--- src/rtl/secded_decoder_pipe_if.sv ---
// Stream interface for the SECDED decoder: codeword in, corrected data,
// error flags and statistics out.
interface secded_decoder_pipe_if #(
  parameter int DATA_W = 4,
  parameter int PAR_W  = 3,
  parameter int CNT_W  = 8
);
  localparam int N = DATA_W + PAR_W + 1;

  logic              in_valid;
  logic              in_ready;
  logic [N-1:0]      codeword_in;
  logic              out_valid;
  logic              out_ready;
  logic [DATA_W-1:0] data_out;
  logic [PAR_W:0]    pos_error;
  logic              err_single;
  logic              err_double;
  logic              clr_cnt;
  logic [CNT_W-1:0]  cnt_single;
  logic [CNT_W-1:0]  cnt_double;

  modport slave (
    input  in_valid, codeword_in, out_ready, clr_cnt,
    output in_ready, out_valid, data_out, pos_error,
    output err_single, err_double, cnt_single, cnt_double
  );

  modport master (
    output in_valid, codeword_in, out_ready, clr_cnt,
    input  in_ready, out_valid, data_out, pos_error,
    input  err_single, err_double, cnt_single, cnt_double
  );
endinterface

--- src/rtl/secded_decoder_pipe.sv ---
// Two-stage Hamming SECDED decoder: syndrome/parity from the S1 register,
// corrected data and flags in S2, saturating error counters.
module secded_decoder_pipe #(
  parameter int DATA_W = 4,
  parameter int PAR_W  = 3,
  parameter int CNT_W  = 8
) (
  input logic clk,
  input logic rst,
  secded_decoder_pipe_if.slave bus
);
  localparam int N = DATA_W + PAR_W + 1;
  localparam logic [PAR_W:0] LAST = (PAR_W+1)'(N - 1);
  localparam logic [CNT_W-1:0] CMAX = '1;

  if (DATA_W < 1) begin : g_dw_chk
    $error("DATA_W must be at least 1");
  end
  if ((1 << PAR_W) < N) begin : g_pw_chk
    $error("PAR_W too small: 2**PAR_W < DATA_W+PAR_W+1");
  end

  logic              w_adv;
  logic              w_xfer;
  logic [PAR_W-1:0]  w_s;
  logic              w_g;
  logic              w_in_range;
  logic              w_single;
  logic              w_double;
  logic [DATA_W-1:0] w_data;

  logic              r1_valid;
  logic [N-1:0]      r1_cw;
  logic              r2_valid;
  logic [DATA_W-1:0] r2_data;
  logic [PAR_W:0]    r2_pos;
  logic              r2_single;
  logic              r2_double;
  logic [CNT_W-1:0]  r_cnt_s;
  logic [CNT_W-1:0]  r_cnt_d;

  assign w_adv  = !r2_valid || bus.out_ready;
  assign w_xfer = r2_valid && bus.out_ready;

  always_comb begin
    w_s = '0;
    for (int j = 1; j < N; j++)
      if (r1_cw[j]) w_s = w_s ^ PAR_W'(j);
  end

  assign w_g        = ^r1_cw;
  assign w_in_range = {1'b0, w_s} <= LAST;
  assign w_single   = w_g && w_in_range;
  assign w_double   = (!w_g && (w_s != '0)) || (w_g && !w_in_range);

  // Data bits fill non-power-of-two positions in ascending order;
  // shifting in from the top leaves the first one at bit 0.
  always_comb begin
    w_data = '0;
    for (int j = 3; j < N; j++)
      if ((j & (j - 1)) != 0)
        w_data = (w_data >> 1) |
          (DATA_W'(r1_cw[j] ^ (w_single && (w_s == PAR_W'(j))))
            << (DATA_W - 1));
  end

  always_ff @(posedge clk) begin
    if (rst) begin
      r1_valid  <= 1'b0;
      r1_cw     <= '0;
      r2_valid  <= 1'b0;
      r2_data   <= '0;
      r2_pos    <= '0;
      r2_single <= 1'b0;
      r2_double <= 1'b0;
    end else if (w_adv) begin
      r1_valid  <= bus.in_valid;
      r1_cw     <= bus.codeword_in;
      r2_valid  <= r1_valid;
      r2_data   <= w_data;
      r2_pos    <= {w_g, w_s};
      r2_single <= r1_valid && w_single;
      r2_double <= r1_valid && w_double;
    end
  end

  always_ff @(posedge clk) begin
    if (rst || bus.clr_cnt) begin
      r_cnt_s <= '0;
      r_cnt_d <= '0;
    end else begin
      if (w_xfer && r2_single && (r_cnt_s != CMAX))
        r_cnt_s <= r_cnt_s + 1'b1;
      if (w_xfer && r2_double && (r_cnt_d != CMAX))
        r_cnt_d <= r_cnt_d + 1'b1;
    end
  end

  assign bus.in_ready   = w_adv;
  assign bus.out_valid  = r2_valid;
  assign bus.data_out   = r2_data;
  assign bus.pos_error  = r2_pos;
  assign bus.err_single = r2_single;
  assign bus.err_double = r2_double;
  assign bus.cnt_single = r_cnt_s;
  assign bus.cnt_double = r_cnt_d;
endmodule

--- src/flat_wrapper.sv ---
// flat-port wrapper written by rule: the top's interface ports become plain ports
module secded_decoder_pipe_flat 
#(
  parameter int DATA_W = 4,
  parameter int PAR_W  = 3,
  parameter int CNT_W  = 8
)
  (clk, rst, bus_in_valid, bus_codeword_in, bus_out_ready, bus_clr_cnt, bus_in_ready, bus_out_valid, bus_data_out, bus_pos_error, bus_err_single, bus_err_double, bus_cnt_single, bus_cnt_double);
  secded_decoder_pipe_if #(.DATA_W(DATA_W), .PAR_W(PAR_W), .CNT_W(CNT_W)) bus_i ();
  input logic clk;
  input logic rst;
  input wire logic [$bits(bus_i.in_valid)-1:0] bus_in_valid;
  input wire logic [$bits(bus_i.codeword_in)-1:0] bus_codeword_in;
  input wire logic [$bits(bus_i.out_ready)-1:0] bus_out_ready;
  input wire logic [$bits(bus_i.clr_cnt)-1:0] bus_clr_cnt;
  output wire logic [$bits(bus_i.in_ready)-1:0] bus_in_ready;
  output wire logic [$bits(bus_i.out_valid)-1:0] bus_out_valid;
  output wire logic [$bits(bus_i.data_out)-1:0] bus_data_out;
  output wire logic [$bits(bus_i.pos_error)-1:0] bus_pos_error;
  output wire logic [$bits(bus_i.err_single)-1:0] bus_err_single;
  output wire logic [$bits(bus_i.err_double)-1:0] bus_err_double;
  output wire logic [$bits(bus_i.cnt_single)-1:0] bus_cnt_single;
  output wire logic [$bits(bus_i.cnt_double)-1:0] bus_cnt_double;
  assign bus_i.in_valid = bus_in_valid;
  assign bus_i.codeword_in = bus_codeword_in;
  assign bus_i.out_ready = bus_out_ready;
  assign bus_i.clr_cnt = bus_clr_cnt;
  assign bus_in_ready = bus_i.in_ready;
  assign bus_out_valid = bus_i.out_valid;
  assign bus_data_out = bus_i.data_out;
  assign bus_pos_error = bus_i.pos_error;
  assign bus_err_single = bus_i.err_single;
  assign bus_err_double = bus_i.err_double;
  assign bus_cnt_single = bus_i.cnt_single;
  assign bus_cnt_double = bus_i.cnt_double;
  secded_decoder_pipe #(.DATA_W(DATA_W), .PAR_W(PAR_W), .CNT_W(CNT_W)) u_core (.clk(clk), .rst(rst), .bus(bus_i));
endmodule
--- config.mk ---
export PLATFORM = sky130hd
export DESIGN_NAME = secded_decoder_pipe_flat
export DESIGN_NICKNAME = d
export VERILOG_FILES = /design/src/rtl/secded_decoder_pipe_if.sv /design/src/rtl/secded_decoder_pipe.sv /design/src/flat_wrapper.sv
export SDC_FILE = /design/constraint.sdc
export NUM_CORES = 1
export LEC_CHECK = 0
export ABC_CLOCK_PERIOD_IN_PS = 1550
export BUFFER_PORTS_ARGS = -buffer_cell sky130_fd_sc_hd__buf_4
export CORE_MARGIN = 2
export CORE_UTILIZATION = 50
export CTS_BUF_LIST = sky130_fd_sc_hd__clkbuf_4 sky130_fd_sc_hd__clkbuf_8
export DETAILED_ROUTE_END_ITERATION = 12
export PLACE_DENSITY = 0.83
export SLEW_MARGIN = 20
export SYNTH_ARGS = -nofsm -noshare
export SYNTH_HDL_FRONTEND = slang
export SYNTH_SLANG_ARGS = --single-unit
--- constraint.sdc ---
create_clock -name clk -period 1.55 [get_ports clk]
set_input_delay 0.0775 -clock clk [delete_from_list [all_inputs] [get_ports clk]]
set_output_delay 0.0775 -clock clk [all_outputs]
set_load 0.05 [all_outputs]
Word-level counts from Yosys, hierarchy flattened --
Index checks and enable logic that the tools add are counted. Widths: inputs -> output; s select.
Cells by class: multiplexer cells 7, equality and inequality tests 6, bitwise operators 13, $add $sub $neg 2, reduce and logical (&&, ||, !) cells 18
Operator list (count):
- $add 8x1->8 const B | 2
- $ne 8x8->1 const B | 2
- $logic_and 1x1->1 | 12
- $mux 3 | 4
- $or 3x4->4 | 3
- $eq 3x3->1 const B | 3
- $reduce_xor 8->1 | 1
- $not 2->2 | 3
- $mux 2 | 2
- $xor 1x1->1 | 4
- $eq 3x2->1 const B | 1
- $not 3->3 | 1
- $reduce_bool 3->1 | 1
- $logic_not 1->1 | 2
- $logic_or 1x1->1 | 2
- $not 1->1 const A | 2
- $mux 1 | 1
Storage, ports and cells: word-level logic and storage cells 55, register bits 36, input bits 13, output and inout bits 28

Logic depth before layout (Yosys ltp) --
depth in word-level cells 17, depth in mapped cells 6, mapped depth without buffers 5

Worst setup path after synthesis --
No wires, ideal clock.
kind register to register, start point reg u_core.r2_valid (netlist: u_core.bus.out_valid), end point reg u_core.r2_double (netlist: u_core.bus.err_double), clock period less this slack 1867 ps, path buffers 1, stages on the path, launching flop included 6, arrival 1737 ps, setup slack -317 ps, cells stage by stage dfxtp_1 nor2b_1 inv_2 clkbuf_1 nand3b_1 o32ai_1
Between the ends: longest elaborated chain between the ends 2
Ends and longest elaborated chain:
- from (decl) | line secded_decoder_pipe.sv:34 | logic r2_valid;
- from (signal assigned) | line secded_decoder_pipe.sv:79 | r2_valid <= r1_valid;
- $logic_not 1->1 | line secded_decoder_pipe.sv:42 | assign w_adv = !r2_valid || bus.out_ready;
- $logic_or 1x1->1 | line secded_decoder_pipe.sv:42
- net bus_in_ready | line flat_wrapper.sv:16 | output wire logic [$bits(bus_i.in_ready)-1:0] bus_in_ready;
- to (signal assigned) | line secded_decoder_pipe.sv:83 | r2_double <= r1_valid && w_double;
- to (decl) | line secded_decoder_pipe.sv:38 | logic r2_double;
The timed path passes the listed nets, and every way through them passes these cells. A chain may end at the register's enable or synchronous reset.

Worst setup path in the final report --
start point reg u_core.r1_cw[3], end point reg u_core.r2_data[3] (netlist: u_core.bus.data_out[3])
Between the ends: longest elaborated chain between the ends 11, elaborated cells on any way between the ends 13, those cells by class eq/ne: 1; mux: 5; bitwise: 5; reduce/logical: 2
Ends and longest elaborated chain:
- from (decl) | line secded_decoder_pipe.sv:33 | logic [N-1:0] r1_cw;
- from (signal assigned) | line secded_decoder_pipe.sv:78 | r1_cw <= bus.codeword_in;
- $mux 2 | line secded_decoder_pipe.sv:48 | if (r1_cw[j]) w_s = w_s ^ PAR_W'(j);
- $mux 3 | line secded_decoder_pipe.sv:48
- $not 2->2 (no line) / $mux 3 (equally long branches)
- $mux 3 / $not 2->2 (equally long branches)
- $mux 3 | line secded_decoder_pipe.sv:48
- $not 3->3 (no line)
- $mux 3 | line secded_decoder_pipe.sv:48
- $eq 3x3->1 | line secded_decoder_pipe.sv:63 | (DATA_W'(r1_cw[j] ^ (w_single && (w_s == PAR_W'(j))))
- $logic_and 1x1->1 (*) | line secded_decoder_pipe.sv:63
- $xor 1x1->1 (*) | line secded_decoder_pipe.sv:63
- $or 3x4->4 (*) | line secded_decoder_pipe.sv:62 | w_data = (w_data >> 1) |
- to (signal assigned) | line secded_decoder_pipe.sv:80 | r2_data <= w_data;
- to (decl) | line secded_decoder_pipe.sv:35 | logic [DATA_W-1:0] r2_data;
Mark *: on every way between the ends. The rest lies on a longest branch, timed or not.

==> impl_summary.md <==
Timing
The total count of hold-check failures in the final report was 0. The peak clock frequency supported by timing is 591 MHz. After layout, the worst setup slack is -0.143 ns. The number of slew-limit violations in the final report is 0. Summed over all failing endpoints, the final setup total negative slack is -0.267 ns. The final critical path takes up 109% of the cycle. The normalized max-slew margin is 42.2%. The final critical-path required period is 1.69 ns. The final number of setup-violating endpoints is 3.

At the pin with the least slew margin, the transition time is 0.867 ns. The minimum hold slack is 0.0193 ns. The final worst clock skew is 0.0189 ns. Setup repair after global routing could not meet its margin everywhere.

Worst setup path
The critical path ends at u_core.bus.data_out[3]. The worst-case reg-to-reg path depth is 5. STA puts the critical path data arrival time at 1.93 ns. The worst setup path is captured at a flop. STA classifies the critical path startpoint as a flop.

In this run the critical register-to-register path is launched from u_core.r1_cw[3]. By startpoint and endpoint, the worst setup path is classified as reg2reg. The worst setup slack for register-to-register paths is -0.14 ns. Along the worst path, the maximum fanout reaches 5. The critical path launch point is u_core.r1_cw[3]. The data required time of the critical path is 1.79 ns. The capture instance of the worst register-to-register path is u_core.bus.data_out[3].

Clock network
The CTS H-tree depth is 2. At the later pin of the worst-skew pair, clock insertion delay measures 0.33 ns. The deepest clock path buffer count is 2. After clock tree synthesis, the clock-pin slew on the worst setup and hold paths is 0.10 ns. The TritonCTS clock tree is done. The number of clock buffers inserted by TritonCTS is 5. The clock net in this run drives a total of 36 sinks.

The tree is rooted in a sky130_fd_sc_hd__clkbuf_4.

Routing
The pre-antenna-repair detailed-routing pass consisted of 4 iterations. Once detail routing completed, the nets flagged for antenna violations numbered 0. The final route contains 1654 vias.

The initial detailed-routing violation count is 121. The post-detailed-routing wire length is 4400 um. In the routed layout, each cell is associated on average with a via count of 5.27. In the routed design, unresolved DRC markers number 0. The average wire length per cell after detail routing is 14.0 um.

Global route
The number of antenna violations at the first check in global routing came to 0. Global routing consumed, over all layers together, 23.0% of the routing resources. The number of global-route vias before repair is 1587.

The pin count of the biggest net entering global routing is 28. The wire length of the first global-routing pass is 7270 um. The aggregate global routing overflow is 0.

Place
Timing analysis after detailed placement gives a worst setup slack of -0.110 ns. Summed over all nets, the half-perimeter wirelength after detailed placement is 2850 um. The number of I/O port buffers is 40. At the end of routability-driven placement, the weighted congestion stood at 0.826.

Synth
The Yosys step of the flow raised 0 warnings. In this run, synthesis inferred 0 flip-flops with an integrated enable. The fraction of post-synthesis cell area in the top cell type by area is 42.1%.

The flip-flop and latch count after synthesis is 36. The sequential share of the synthesized area is 42.1%. Synthesis handed over a netlist of 200 instances. The commonest cells after synthesis are 36 x sky130_fd_sc_hd__dfxtp_1, 29 x sky130_fd_sc_hd__nor2_1, 24 x sky130_fd_sc_hd__nand2_1. The most used flip-flop cell after synthesis is sky130_fd_sc_hd__dfxtp_1. Summing every instance area after synthesis gives 1710 um^2.

In the synthesized netlist the async set-or-reset flop fraction comes to 0%. The mean post-synth cell area is 8.56 um^2. After synthesis, the cell types taking the most area are sky130_fd_sc_hd__dfxtp_1 42%, sky130_fd_sc_hd__xnor2_1 8.2%, sky130_fd_sc_hd__nor2_1 6.4%. The library cell with the highest instance count after synthesis is sky130_fd_sc_hd__dfxtp_1.

The library cell with the largest summed area after synthesis is sky130_fd_sc_hd__dfxtp_1. The number of nets handed over by synthesis was 215. Yosys mapped the design onto 37 distinct sky130hd cell types.

Floorplanning
The floorplan step set the die height to 62.5 um. The initialized floorplan defines 21 standard-cell rows. In this run the horizontal extent of the chip is 62.5 um.

In this run the standard cell core region covers 3310 um^2. The die covers 3910 um^2. The starting density of the core is 51.7%.

The number of primary I/O pins is 41.

Outcome
The run finished, with violations left. The checks that failed: negative setup slack.

Power
The power per standard cell area is 836 nW/um^2. IR analysis of the VDD net gives a maximum drop of 0.000568 V. After layout, the design draws a total of 2150 uW. The analysis attributes to cell leakage a power of 0.00102 uW.

Layout
The repair_antennas step left the layout with diodes totalling 0. The layout-stage area growth over the synthesis result is 50.2%. The post-route netlist has 42.9% of its cells at a drive strength greater than 1.

The net total in the final layout is 282. The final-layout fill cell count is 241.

Run
Max-cap violations in this run came to 0.

Worst hold path
The worst min-delay path class is in2reg.
stage by stage:
stage,cells,area [um^2],utilization [%]
floorplan,200,1810,-
global placement,294,2250,68.1
detailed placement,294,2250,68.1
CTS,314,2490,75.2
global route,314,2570,77.7
finish,314,2570,77.7
sequential cells by signal, indices dropped and copies added, names as in the netlist:
signal / count
u_core.r1_valid: 1
u_core.bus.out_valid: 1
u_core.bus.err_double: 1
u_core.bus.data_out: 4
u_core.bus.cnt_single: 8
u_core.bus.pos_error: 4
u_core.r1_cw: 8
u_core.bus.err_single: 1
u_core.bus.cnt_double: 8
worst min path at each step:
stage | startpoint | to | slack [ns] | cells past startpoint
after floorplan | bus_out_ready | u_core.bus.err_double | 0.19 | 1
after global placement | bus_out_ready | u_core.bus.err_double | 0.32 | 2
after detailed placement | bus_out_ready | u_core.bus.err_double | 0.32 | 2
after CTS | bus_codeword_in[2] | u_core.r1_cw[2] | 0.01 | 3
after global routing | bus_codeword_in[2] | u_core.r1_cw[2] | 0.02 | 3
final | bus_codeword_in[2] | u_core.r1_cw[2] | 0.02 | 3
layout by cell type (no fill, tap or decap), drive strengths merged:
cell type | Yosys | final
a211oi | 12 | 12
a21oi | 15 | 15
a311oi | 1 | 1
a31oi | 1 | 1
a41oi | 2 | 2
and3 | 6 | 6
and4bb | 1 | 1
buf | 2 | 60
clkbuf | 7 | 7
clkinv | 0 | 1
dfxtp | 36 | 36
dlygate4sd3 | 0 | 9
ha | 2 | 2
inv | 3 | 3
mux2i | 2 | 2
nand2 | 24 | 24
nand3 | 7 | 7
nand3b | 1 | 1
nand4 | 3 | 3
nor2 | 29 | 29
nor2b | 1 | 1
nor3 | 7 | 7
nor3b | 1 | 1
nor4 | 1 | 1
o211ai | 1 | 1
o21ai | 2 | 2
o31ai | 1 | 1
o32ai | 1 | 1
or2 | 2 | 2
or3 | 2 | 2
or4 | 1 | 1
or4b | 1 | 1
xnor2 | 19 | 19
xor2 | 6 | 6
area by class of cell:
| class | count | area (um^2) | share of cell area [%] |
|---|---|---|---|
| clock buffers | 7 | 52.6 | 2.04 |
| clock inverters | 1 | 5.00 | 0.195 |
| inverters | 3 | 13.8 | 0.535 |
| multi-input cells | 152 | 1100 | 42.9 |
| flip-flops and latches | 36 | 776 | 30.2 |
| well taps | 46 | 57.6 | 2.24 |
| repair buffers | 69 | 563 | 21.9 |
repair_timing:
item	CTS	global route
resized for setup	14	18
pin swaps	11	9
endpoints found under the hold margin	9	0
hold buffers	9	0
buffers inserted	3	0
setup endpoints to repair	6	13
report_power, final:
part / total [uW] / switching, uW / internal (uW)
Clock: 507 / 295 / 212
Combinational: 628 / 345 / 283
Sequential: 1010 / 48.9 / 964
metal layers:
layer	global-route usage, %	up-vias	part of all wire (%)
li1	-	830	-
met1	28.7	773	44
met2	38.6	43	51
met3	4.68	8	2.9
met4	9.72	0	1.6
met5	0	-	0
worst max-delay path, stage by stage (launching register included):
cell and delay (ns):
sky130_fd_sc_hd__dfxtp_4 0.39, sky130_fd_sc_hd__xnor2_4 0.25, sky130_fd_sc_hd__and3_4 0.23, sky130_fd_sc_hd__nor2_1 0.06
sky130_fd_sc_hd__or4_1 0.44, sky130_fd_sc_hd__a311oi_2 0.24
cell families (layout without fill, tap and decap cells):
logic type | count (synthesis) | after routing | share of synthesized area [%]
and+or+nand+nor | 87 | 87 | 23.8
AOI/OAI and AO/OA | 36 | 36 | 14.1
DFF | 36 | 36 | 42.1
xor gates and xnor gates | 25 | 25 | 14.5
buffers and inverters | 12 | 80 | 2.78
adders and majority gates | 2 | 2 | 1.46
muxes | 2 | 2 | 1.17
(Power assumes the default switching activity.)
